## config.mk

```make
export PLATFORM = sky130hd
export DESIGN_NAME = proc_cache_swap_ctrl
export DESIGN_NICKNAME = d
export VERILOG_FILES = /design/src/rtl/proc_cache_swap_ctrl_pkg.sv /design/src/rtl/proc_cache_swap_ctrl_fill_timeout_cnt.sv /design/src/rtl/proc_cache_swap_ctrl.sv
export SDC_FILE = /design/constraint.sdc
export NUM_CORES = 1
export LEC_CHECK = 0
export CAP_MARGIN = 10
export CORE_MARGIN = 2
export CORE_UTILIZATION = 54
export DETAILED_ROUTE_END_ITERATION = 10
export PLACE_DENSITY = 0.85
export SYNTH_ARGS = -nofsm -noshare
export SYNTH_HDL_FRONTEND = slang
export SYNTH_SLANG_ARGS = --single-unit
```

## constraint.sdc

```tcl
create_clock -name clk -period 2.2 [get_ports clk]
set_input_delay 0.22 -clock clk [delete_from_list [all_inputs] [get_ports clk]]
set_output_delay 0.22 -clock clk [all_outputs]
set_load 0.03 [all_outputs]
```

## src/rtl/proc_cache_swap_ctrl_pkg.sv

```systemverilog
// Shared types for the ping-pong cache swap controller: FSM state encoding
// and the bank encoding used on sel / fill_bank.
package proc_cache_swap_ctrl_pkg;

  typedef enum logic [1:0] {
    StStart,
    StFilling,
    StReady,
    StSwap
  } swap_state_e;

  // Bank encoding on the mux select: 0 = cache1, 1 = cache2.
  localparam logic BANK_CACHE1 = 1'b0;
  localparam logic BANK_CACHE2 = 1'b1;

endpackage

```

## src/rtl/proc_cache_swap_ctrl_fill_timeout_cnt.sv

```systemverilog
// Fill watchdog: counts cycles while enabled and flags expiry once the count
// reaches TIMEOUT_CYCLES-1. Clear has priority over enable.
module proc_cache_swap_ctrl_fill_timeout_cnt #(
  parameter int unsigned TIMEOUT_CYCLES = 1024,
  parameter int unsigned CNT_W          = $clog2(TIMEOUT_CYCLES)
) (
  input  logic clk,
  input  logic rst_n,
  input  logic clr_i,
  input  logic en_i,
  output logic expired_o
);

  logic [CNT_W-1:0] cnt_q, cnt_d;

  // Next count: clear wins, otherwise advance while enabled.
  always_comb begin
    cnt_d = cnt_q;
    if (clr_i) begin
      cnt_d = '0;
    end else if (en_i) begin
      cnt_d = cnt_q + CNT_W'(1);
    end
  end

  // Counter register.
  always_ff @(posedge clk or negedge rst_n) begin
    if (!rst_n) begin
      cnt_q <= '0;
    end else begin
      cnt_q <= cnt_d;
    end
  end

  assign expired_o = (cnt_q == CNT_W'(TIMEOUT_CYCLES - 1));

endmodule

```

## src/rtl/proc_cache_swap_ctrl.sv

```systemverilog
// Ping-pong bank swap controller for the processor/cache mux. The processor
// owns bank sel, the loader refills bank ~sel; a swap is only taken once the
// loader bank is full. Optional macro SWAP_CNT_EN adds a 16-bit swap counter.
module proc_cache_swap_ctrl
  import proc_cache_swap_ctrl_pkg::*;
#(
  parameter int unsigned TIMEOUT_CYCLES = 1024,
  localparam int unsigned CNT_W         = $clog2(TIMEOUT_CYCLES)
) (
  input  logic        clk,
  input  logic        rst_n,
  input  logic        proc_swap_req,
  output logic        proc_swap_ack,
  input  logic        proc_WE_in,
  output logic        proc_WE_out,
  output logic        sel,
  output logic        fill_start,
  output logic        fill_bank,
  input  logic        fill_done,
  output logic        fill_err,
  input  logic        err_clr
`ifdef SWAP_CNT_EN
  ,
  output logic [15:0] swap_cnt
`endif
);

  swap_state_e state_q;
  logic        sel_q;
  logic        ack_q;
  logic        start_q;
  logic        err_q;
  logic        tmo_expired;

  proc_cache_swap_ctrl_fill_timeout_cnt #(
    .TIMEOUT_CYCLES (TIMEOUT_CYCLES),
    .CNT_W          (CNT_W)
  ) u_fill_timeout_cnt (
    .clk       (clk),
    .rst_n     (rst_n),
    .clr_i     (state_q == StStart),
    .en_i      (state_q == StFilling),
    .expired_o (tmo_expired)
  );

  // Swap FSM with registered outputs. START leaves only once the fill_start
  // pulse is on the wire; out of reset that costs one extra START cycle, while
  // entries from SWAP or a timeout raise the pulse on the entering edge.
  always_ff @(posedge clk or negedge rst_n) begin
    if (!rst_n) begin
      state_q <= StStart;
      sel_q   <= BANK_CACHE1;
      ack_q   <= 1'b0;
      start_q <= 1'b0;
      err_q   <= 1'b0;
    end else begin
      ack_q   <= 1'b0;
      start_q <= 1'b0;
      // A timeout below overrides this clear.
      if (err_clr) begin
        err_q <= 1'b0;
      end
      unique case (state_q)
        StStart: begin
          if (start_q) begin
            state_q <= StFilling;
          end else begin
            start_q <= 1'b1;
          end
        end
        StFilling: begin
          if (fill_done) begin
            state_q <= StReady;
          end else if (tmo_expired) begin
            err_q   <= 1'b1;
            start_q <= 1'b1;
            state_q <= StStart;
          end
        end
        StReady: begin
          if (proc_swap_req) begin
            state_q <= StSwap;
          end
        end
        StSwap: begin
          sel_q   <= ~sel_q;
          ack_q   <= 1'b1;
          start_q <= 1'b1;
          state_q <= StStart;
        end
        default: state_q <= StStart;
      endcase
    end
  end

`ifdef SWAP_CNT_EN
  logic [15:0] swap_cnt_q;

  // Counts completed swaps; advances on the same edge that raises the ack.
  always_ff @(posedge clk or negedge rst_n) begin
    if (!rst_n) begin
      swap_cnt_q <= '0;
    end else if (state_q == StSwap) begin
      swap_cnt_q <= swap_cnt_q + 16'd1;
    end
  end

  assign swap_cnt = swap_cnt_q;
`endif

  assign proc_swap_ack = ack_q;
  assign sel           = sel_q;
  assign fill_start    = start_q;
  assign fill_err      = err_q;
  assign fill_bank     = (sel_q == BANK_CACHE1) ? BANK_CACHE2 : BANK_CACHE1;
  // Writes are blocked for the single cycle in which the banks change hands.
  assign proc_WE_out   = proc_WE_in & (state_q != StSwap);

endmodule

```

==> summary.txt, run 1 <==
STA
  – Setup_tns: 0 ns
  – Hold Fails Final Rpt: 0
  – Final setup skew: 0.00657 ns
  – FMAX: roughly 0.51 GHz
  – Fin. max-slew vios: 0
  – Tmin final: between 1.5 and 2 ns
  – Hold slack: around 0.35 ns
  – Period Utilization, post-route: 0.898
  – Slew @ Worst Pin: between 0.7 and 0.8 ns
  – RSZ-0062 raised after global routing: no
  – Setup-failing EPs final: 0
  – Max_slew headroom: 0.530

Synth
  – Net Count, Synth: slightly above 80
  – Yosys cell types: 31
  – Top cells by area, synth: dfrtp_1 (52%), o21ai_0 (3.2%), or3_1 (3.2%), mux2_2 (2.9%), nand2_1 (2.9%)
  – Syn Std Cell Area: roughly 770 um2
  – Post-Syn Instances: 74
  – Synth Warn #: 0
  – Post-Syn Area per Cell: about 10 um2
  – Sequential share of the synthesized area: 0.517
  – Area leader, netlist: dfrtp_1
  – Top-area cell type share of the netlist area: 0.517
  – Post-synthesis register bit count: 16

Critical path
  – R2R Setup Slk: 0.65 ns
  – Critical path class: flop to output port
  – Worst EP arrival: ~1.8 ns
  – CP Data Required Time: slightly below 2 ns
  – Critical path peak fanout: 10
  – Worst setup SP type: flop
  – Reg2Reg Depth: 4
  – CP endpoint kind: output port
  – R2r endpoint: u_fill_timeout_cnt.cnt_q[9]$_DFFE_PN0P_

CTS
  – Hold_buf cts: 0
  – Clock Latency Late Sink: approximately 0.28 ns
  – CTS tree: built
  – CTS Sinks: 16
  – PostCTS Resize Cnt: 0
  – Clock transition at path regs: 0.10 ns
  – CTS root buffer: clkbuf_4
  – Clock buffer depth: 2
  – Post-CTS setup buffers: 0
  – CTS H-tree lvls: 1
  – CTS buffer count: 3

Global route
  – Largest net degree at the start of global routing: 17
  – Global route overflow: 0
  – Gr usage total: 0.174
  – First-pass GRT wire length: between 2000 and 2500 um
  – Vias in the first global route: roughly 560
  – Initial antenna violation count: 0

Finish
  – Commonest non-fill, non-tap cells in the layout: dfrtp_1 (16), clkdlybuf4s50_1 (11), nand2_1 (6)
  – Area growth syn-to-layout: 21.3%
  – Nets: 96
  – Post-route cell area: 940 um2
  – # diodes: 0
  – Most common cell after layout, fill and taps aside: dfrtp_1
  – Fillers: slightly above 100
  – Layout cells sized above 1: 0.125

Routing
  – DR DRC count: 0
  – Post-route ant nets: 0
  – Initial drt markers: 4
  – Vias post-DR: about 580
  – DRT Pass-1 Iters: 2
  – Via-to-Cell Ratio: ~5.6
  – Routed len/inst: between 10 and 15 um
  – Routed WL: 1370 um

Pwr
  – Design Power: ~1 mW
  – Leakage: 0.411 nW
  – PwrDens: about 1100 nW/um2
  – Maximum vdd drop: approximately 0.75 mV

Floorplan
  – Die X: approximately 42 um
  – Core ar.: 1320 um2
  – Die ar.: 1750 um2
  – I/O Pins: 12
  – Die height: roughly 42 um
  – Initial Utilization: 0.588
  – Site Rows: 13

Run
  – Max Cap Viol: 0

Place
  – GPL Wtd Cong: roughly 0.74
  – Post-DP HPWL: 1020 um
  – Placed inst area: roughly 900 um2
  – Port bufs: 11

Status
  – Status: completed

Hold path
  – Worst Hold Class: primary input to asynchronous set/reset pin
[per-stage QoR]
stage                util  cells  setup WS (ns)
detailed placement  0.686     99          0.511
CTS                 0.713    103          0.208
global placement    0.686     99          0.545
finish              0.713    103          0.225
floorplan               -     74          0.875
global route        0.713    103          0.144
[cells in the mapped netlist (all sizes together)]
cell type and instances:
o31ai 1, nand4b 1, and2 1, o31a 1, nand4 1, nand2 6
or2 1, buf 1, inv 4, xor2 1, nand3b 1, clkbuf 1
o32ai 1, o21a 1, a22o 2, ha 1, nor2 5, o2bb2ai 1
mux2 2, a21oi 4, or3 4, nand2b 2, o21ai 5, nor4 1
o221ai 1, xnor2 1, mux2i 2, nand3 4, or4 1, dfrtp 16
[cell families (layout without fill, tap and decap cells)]
| family | Yosys count | after routing | synth area share |
|---|---|---|---|
| AO/OA/AOI/OAI | 17 | 17 | 0.155 |
| XOR/XNOR | 2 | 2 | 0.0226 |
| adder cells (fa/ha/maj) | 1 | 1 | 0.0162 |
| buffers and inverters | 6 | 20 | 0.0291 |
| flip-flops | 16 | 16 | 0.517 |
| multiplexers | 4 | 4 | 0.0549 |
| AND/OR/NAND/NOR | 28 | 28 | 0.205 |
[layer usage]
metal | wire [um] | part of all wire | GRT usage
met1 | 630 | 0.46 | 0.235
met2 | 687 | 0.50 | 0.291
met3 | 49 | 0.036 | 0.0304
met4 | 0 | 0 | 0.0387
met5 | 0 | 0 | 0
[report_power, final]
part	internal [mW]	total [mW]	switching, mW
sequential	0.356	0.423	0.0670
clock	0.100	0.191	0.0901
combinational	0.168	0.383	0.215
total	0.625	0.997	0.372
[registers in the layout, summed over array words and instances (netlist names), named ones only]
signal                    count
sel                           1
fill_start                    1
proc_swap_ack                 1
fill_err                      1
u_fill_timeout_cnt.cnt_q     10
state_q                       1
[worst max path at each step]
stage	startpoint	end	slack (ns)	cells after the start
after floorplan	u_fill_timeout_cnt.cnt_q[0]$_DFFE_PN0P_	u_fill_timeout_cnt.cnt_q[4]$_DFFE_PN0P_	0.87	4
after global placement	proc_WE_in	proc_WE_out	0.55	3
after detailed placement	proc_WE_in	proc_WE_out	0.51	3
after CTS	state_q[0]$_DFFE_PN0P_	proc_WE_out	0.21	3
after global routing	state_q[0]$_DFFE_PN0P_	proc_WE_out	0.14	3
final	state_q[0]$_DFFE_PN0P_	proc_WE_out	0.23	3
[area by class of cell]
class                           count  area, um2  share of cell area
Tap cell                           15       18.8              0.0200
Multi-Input combinational cell     52        352               0.374
Timing Repair Buffer               12        118               0.125
Clock buffer                        4       36.3              0.0386
Sequential cell                    16        400               0.426
Inverter                            4       15.0              0.0160
[worst max-delay path: stages, from the launching register on]
cell,delay [ns]
dfrtp_1,0.49
nand2_1,0.17
and2_1,0.14
clkdlybuf4s50_1,0.67
Note: power is estimated with default switching activity, not from simulation.
==> run 2, diff against run 1 <==
--- a/config.mk
+++ b/config.mk
@@ -5,11 +5,13 @@
 export SDC_FILE = /design/constraint.sdc
 export NUM_CORES = 1
 export LEC_CHECK = 0
-export CAP_MARGIN = 10
+export CAP_MARGIN = 40
 export CORE_MARGIN = 2
 export CORE_UTILIZATION = 54
 export DETAILED_ROUTE_END_ITERATION = 10
+export GPL_ROUTABILITY_DRIVEN = 0
 export PLACE_DENSITY = 0.85
+export SKIP_LAST_GASP = 1
 export SYNTH_ARGS = -nofsm -noshare
 export SYNTH_HDL_FRONTEND = slang
 export SYNTH_SLANG_ARGS = --single-unit
==> results of run 2 <==
Final layout, timing and power as in run 1 (identical DEF).
==> run 3, diff against run 2 <==
--- a/config.mk
+++ b/config.mk
@@ -10,7 +10,7 @@
 export CORE_UTILIZATION = 54
 export DETAILED_ROUTE_END_ITERATION = 10
 export GPL_ROUTABILITY_DRIVEN = 0
-export PLACE_DENSITY = 0.85
+export PLACE_DENSITY = 0.8
 export SKIP_LAST_GASP = 1
 export SYNTH_ARGS = -nofsm -noshare
 export SYNTH_HDL_FRONTEND = slang
==> run 3 against run 2 <==
  * Largest power group unchanged
  * Sequential cell count unchanged
  * Cell count decreased by 0.97%
  * Combinational power about the same
  * Routed wire length increased by 1.7%
  * Utilization decreased by 1.0 points
  * Register-to-register slack improved by 0.04 ns
  * Global-route usage increased by 0.20 points
  * Sequential power about the same
  * Final area decreased by 1.5%
  * Critical endpoint unchanged
  * Total power decreased by 4.7%
==> summary.txt, run 3 (synthesized netlist as in run 1, its figures left out) <==
Critical path
  – Critical path class: flop to output port
  – Worst path max stage delay: about 0.67 ns
  – Critical-path cell list: nand2_1, and2_1, clkdlybuf4s50_1
  – Critical path peak fanout: 10
  – Reg2Reg Depth: 4
  – Worst EP arrival: about 1.8 ns
  – CP endpoint kind: output port
  – Worst setup SP type: flop
  – CP Data Required Time: between 1.5 and 2 ns
  – Critical-path top delay cell: clkdlybuf4s50_1

Run
  – Max Cap Viol: 0

Finish
  – Register name with the most flops: u_fill_timeout_cnt.cnt_q
  – Most common cell after layout, fill and taps aside: dfrtp_1
  – Nets: 96
  – Area growth syn-to-layout: 19.5%
  – # diodes: 0
  – Commonest non-fill, non-tap cells in the layout: dfrtp_1 (16), clkdlybuf4s50_1 (11), nand2_1 (6)
  – Max reg flops: 10
  – Layout cells sized above 1: 0.115

CTS
  – Clock Latency Late Sink: between 0.2 and 0.3 ns
  – CTS Sinks: 16
  – PostCTS Resize Cnt: 0
  – CTS H-tree lvls: 1
  – CTS tree: built
  – Clock transition at path regs: 0.09 ns
  – CTS buffer count: 3
  – CTS root buffer: clkbuf_4
  – Hold_buf cts: 0
  – Clock buffer depth: 2
  – Post-CTS setup buffers: 0

Pwr
  – Switch share: 0.382
  – PwrDens: about 1000 nW/um2
  – Leakage: about 0.40 nW
  – Power share of the clock group: 0.156
  – Internal: around 0.59 mW
  – Design Power: around 0.95 mW
  – Logic pwr share: 0.399
  – Reg power frac: 0.445
  – P_sw: about 0.36 mW
  – Maximum vdd drop: around 0.57 mV

Routing
  – Via-to-Cell Ratio: ~5.9
  – Routed WL: 1390 um
  – Vias post-DR: between 500 and 600
  – Initial drt markers: 4
  – DRT Pass-1 Iters: 4
  – DR DRC count: 0
  – Routed len/inst: around 14 um
  – Post-route ant nets: 0

STA
  – Tmin final: a little under 2 ns
  – Max_slew headroom: 0.518
  – Setup-failing EPs final: 0
  – Fin. max-slew vios: 0
  – RSZ-0062 raised after global routing: no
  – Final setup skew: between 0.009 and 0.01 ns
  – Hold Fails Final Rpt: 0
  – Setup_tns: 0 ns
  – Hold slack: 0.365 ns
  – Slew @ Worst Pin: a little over 0.7 ns
  – FMAX: 0.508 GHz
  – Period Utilization, post-route: 0.895

Floorplan
  – I/O Pins: 12
  – Site Rows: 13
  – Initial Utilization: 0.588
  – Die X: 41.9 um
  – Core ar.: roughly 1300 um2
  – Die height: between 40 and 50 um
  – Die ar.: roughly 1800 um2

Global route
  – Gr usage total: 0.176
  – Initial antenna violation count: 0
  – Vias in the first global route: 580
  – Global route overflow: 0
  – Largest net degree at the start of global routing: 17
  – First-pass GRT wire length: 2420 um

Place
  – Post-DP HPWL: around 1000 um
  – Port bufs: 11

Hold path
  – Worst Hold Class: primary input to asynchronous set/reset pin

Status
  – Status: completed
==> run 3: cell count changes in the layout (fill, tap and decap cells not counted), sizes merged <==
cell,delta
clkbuf,-1
==> run 3: final timing paths <==
path                       slack, ns              startpoint                                 endpoint
min in group clk                0.50                 err_clr                       fill_err$_DFF_PN0_
max reg2reg                     0.69                    flop  u_fill_timeout_cnt.cnt_q[9]$_DFFE_PN0P_
min reg2reg                     0.51         sel$_DFFE_PN0P_                          sel$_DFFE_PN0P_
min                             0.37                   rst_n  u_fill_timeout_cnt.cnt_q[7]$_DFFE_PN0P_
max in group asynchronous       1.37                   rst_n  u_fill_timeout_cnt.cnt_q[0]$_DFFE_PN0P_
max                             0.23  state_q[0]$_DFFE_PN0P_                              proc_WE_out
==> run 3: worst max-delay path: cells and delay by family, from the launching register on <==
family	cells	cell delay [ns]
buffers and inverters	1	0.67
DFF	1	0.48
and+or+nand+nor	2	0.33
==> run 3: layer usage <==
metal,routed length (um),track usage,vias to the layer above
li1,-,-,293
met1,683,0.218,295
met2,650,0.297,9
met3,43,0.0348,2
met4,13,0.0710,0
met5,0,0,-
==> run 3: stage by stage <==
stage           util  cells  cell area [um2]  setup slack [ns]
3_3_place_gp   0.686     99              903             0.546
3_5_place_dp   0.686     99              903             0.518
4_1_cts        0.703    102              926             0.221
5_1_grt        0.703    102              926             0.155
6_report       0.703    102              926             0.231
2_1_floorplan      -     74              774             0.875
==> run 3: final cells by class <==
type,count,area (um2)
timing repair buffer,12,118
tap,15,18.8
fill,104,392
clock buffer,3,22.5
inverter,4,15.0
multi-input combinational,52,352
sequential,16,400
==> run 3: power groups by stage <==
stage / clock, mW / sequential, mW / combinational (mW)
CTS: 0.151 / 0.421 / 0.386
global placement: 0 / 0.424 / 0.377
finish: 0.148 / 0.423 / 0.380
floorplan: 0 / 0.454 / 0.216
global route: 0.162 / 0.431 / 0.420
detailed placement: 0 / 0.426 / 0.385
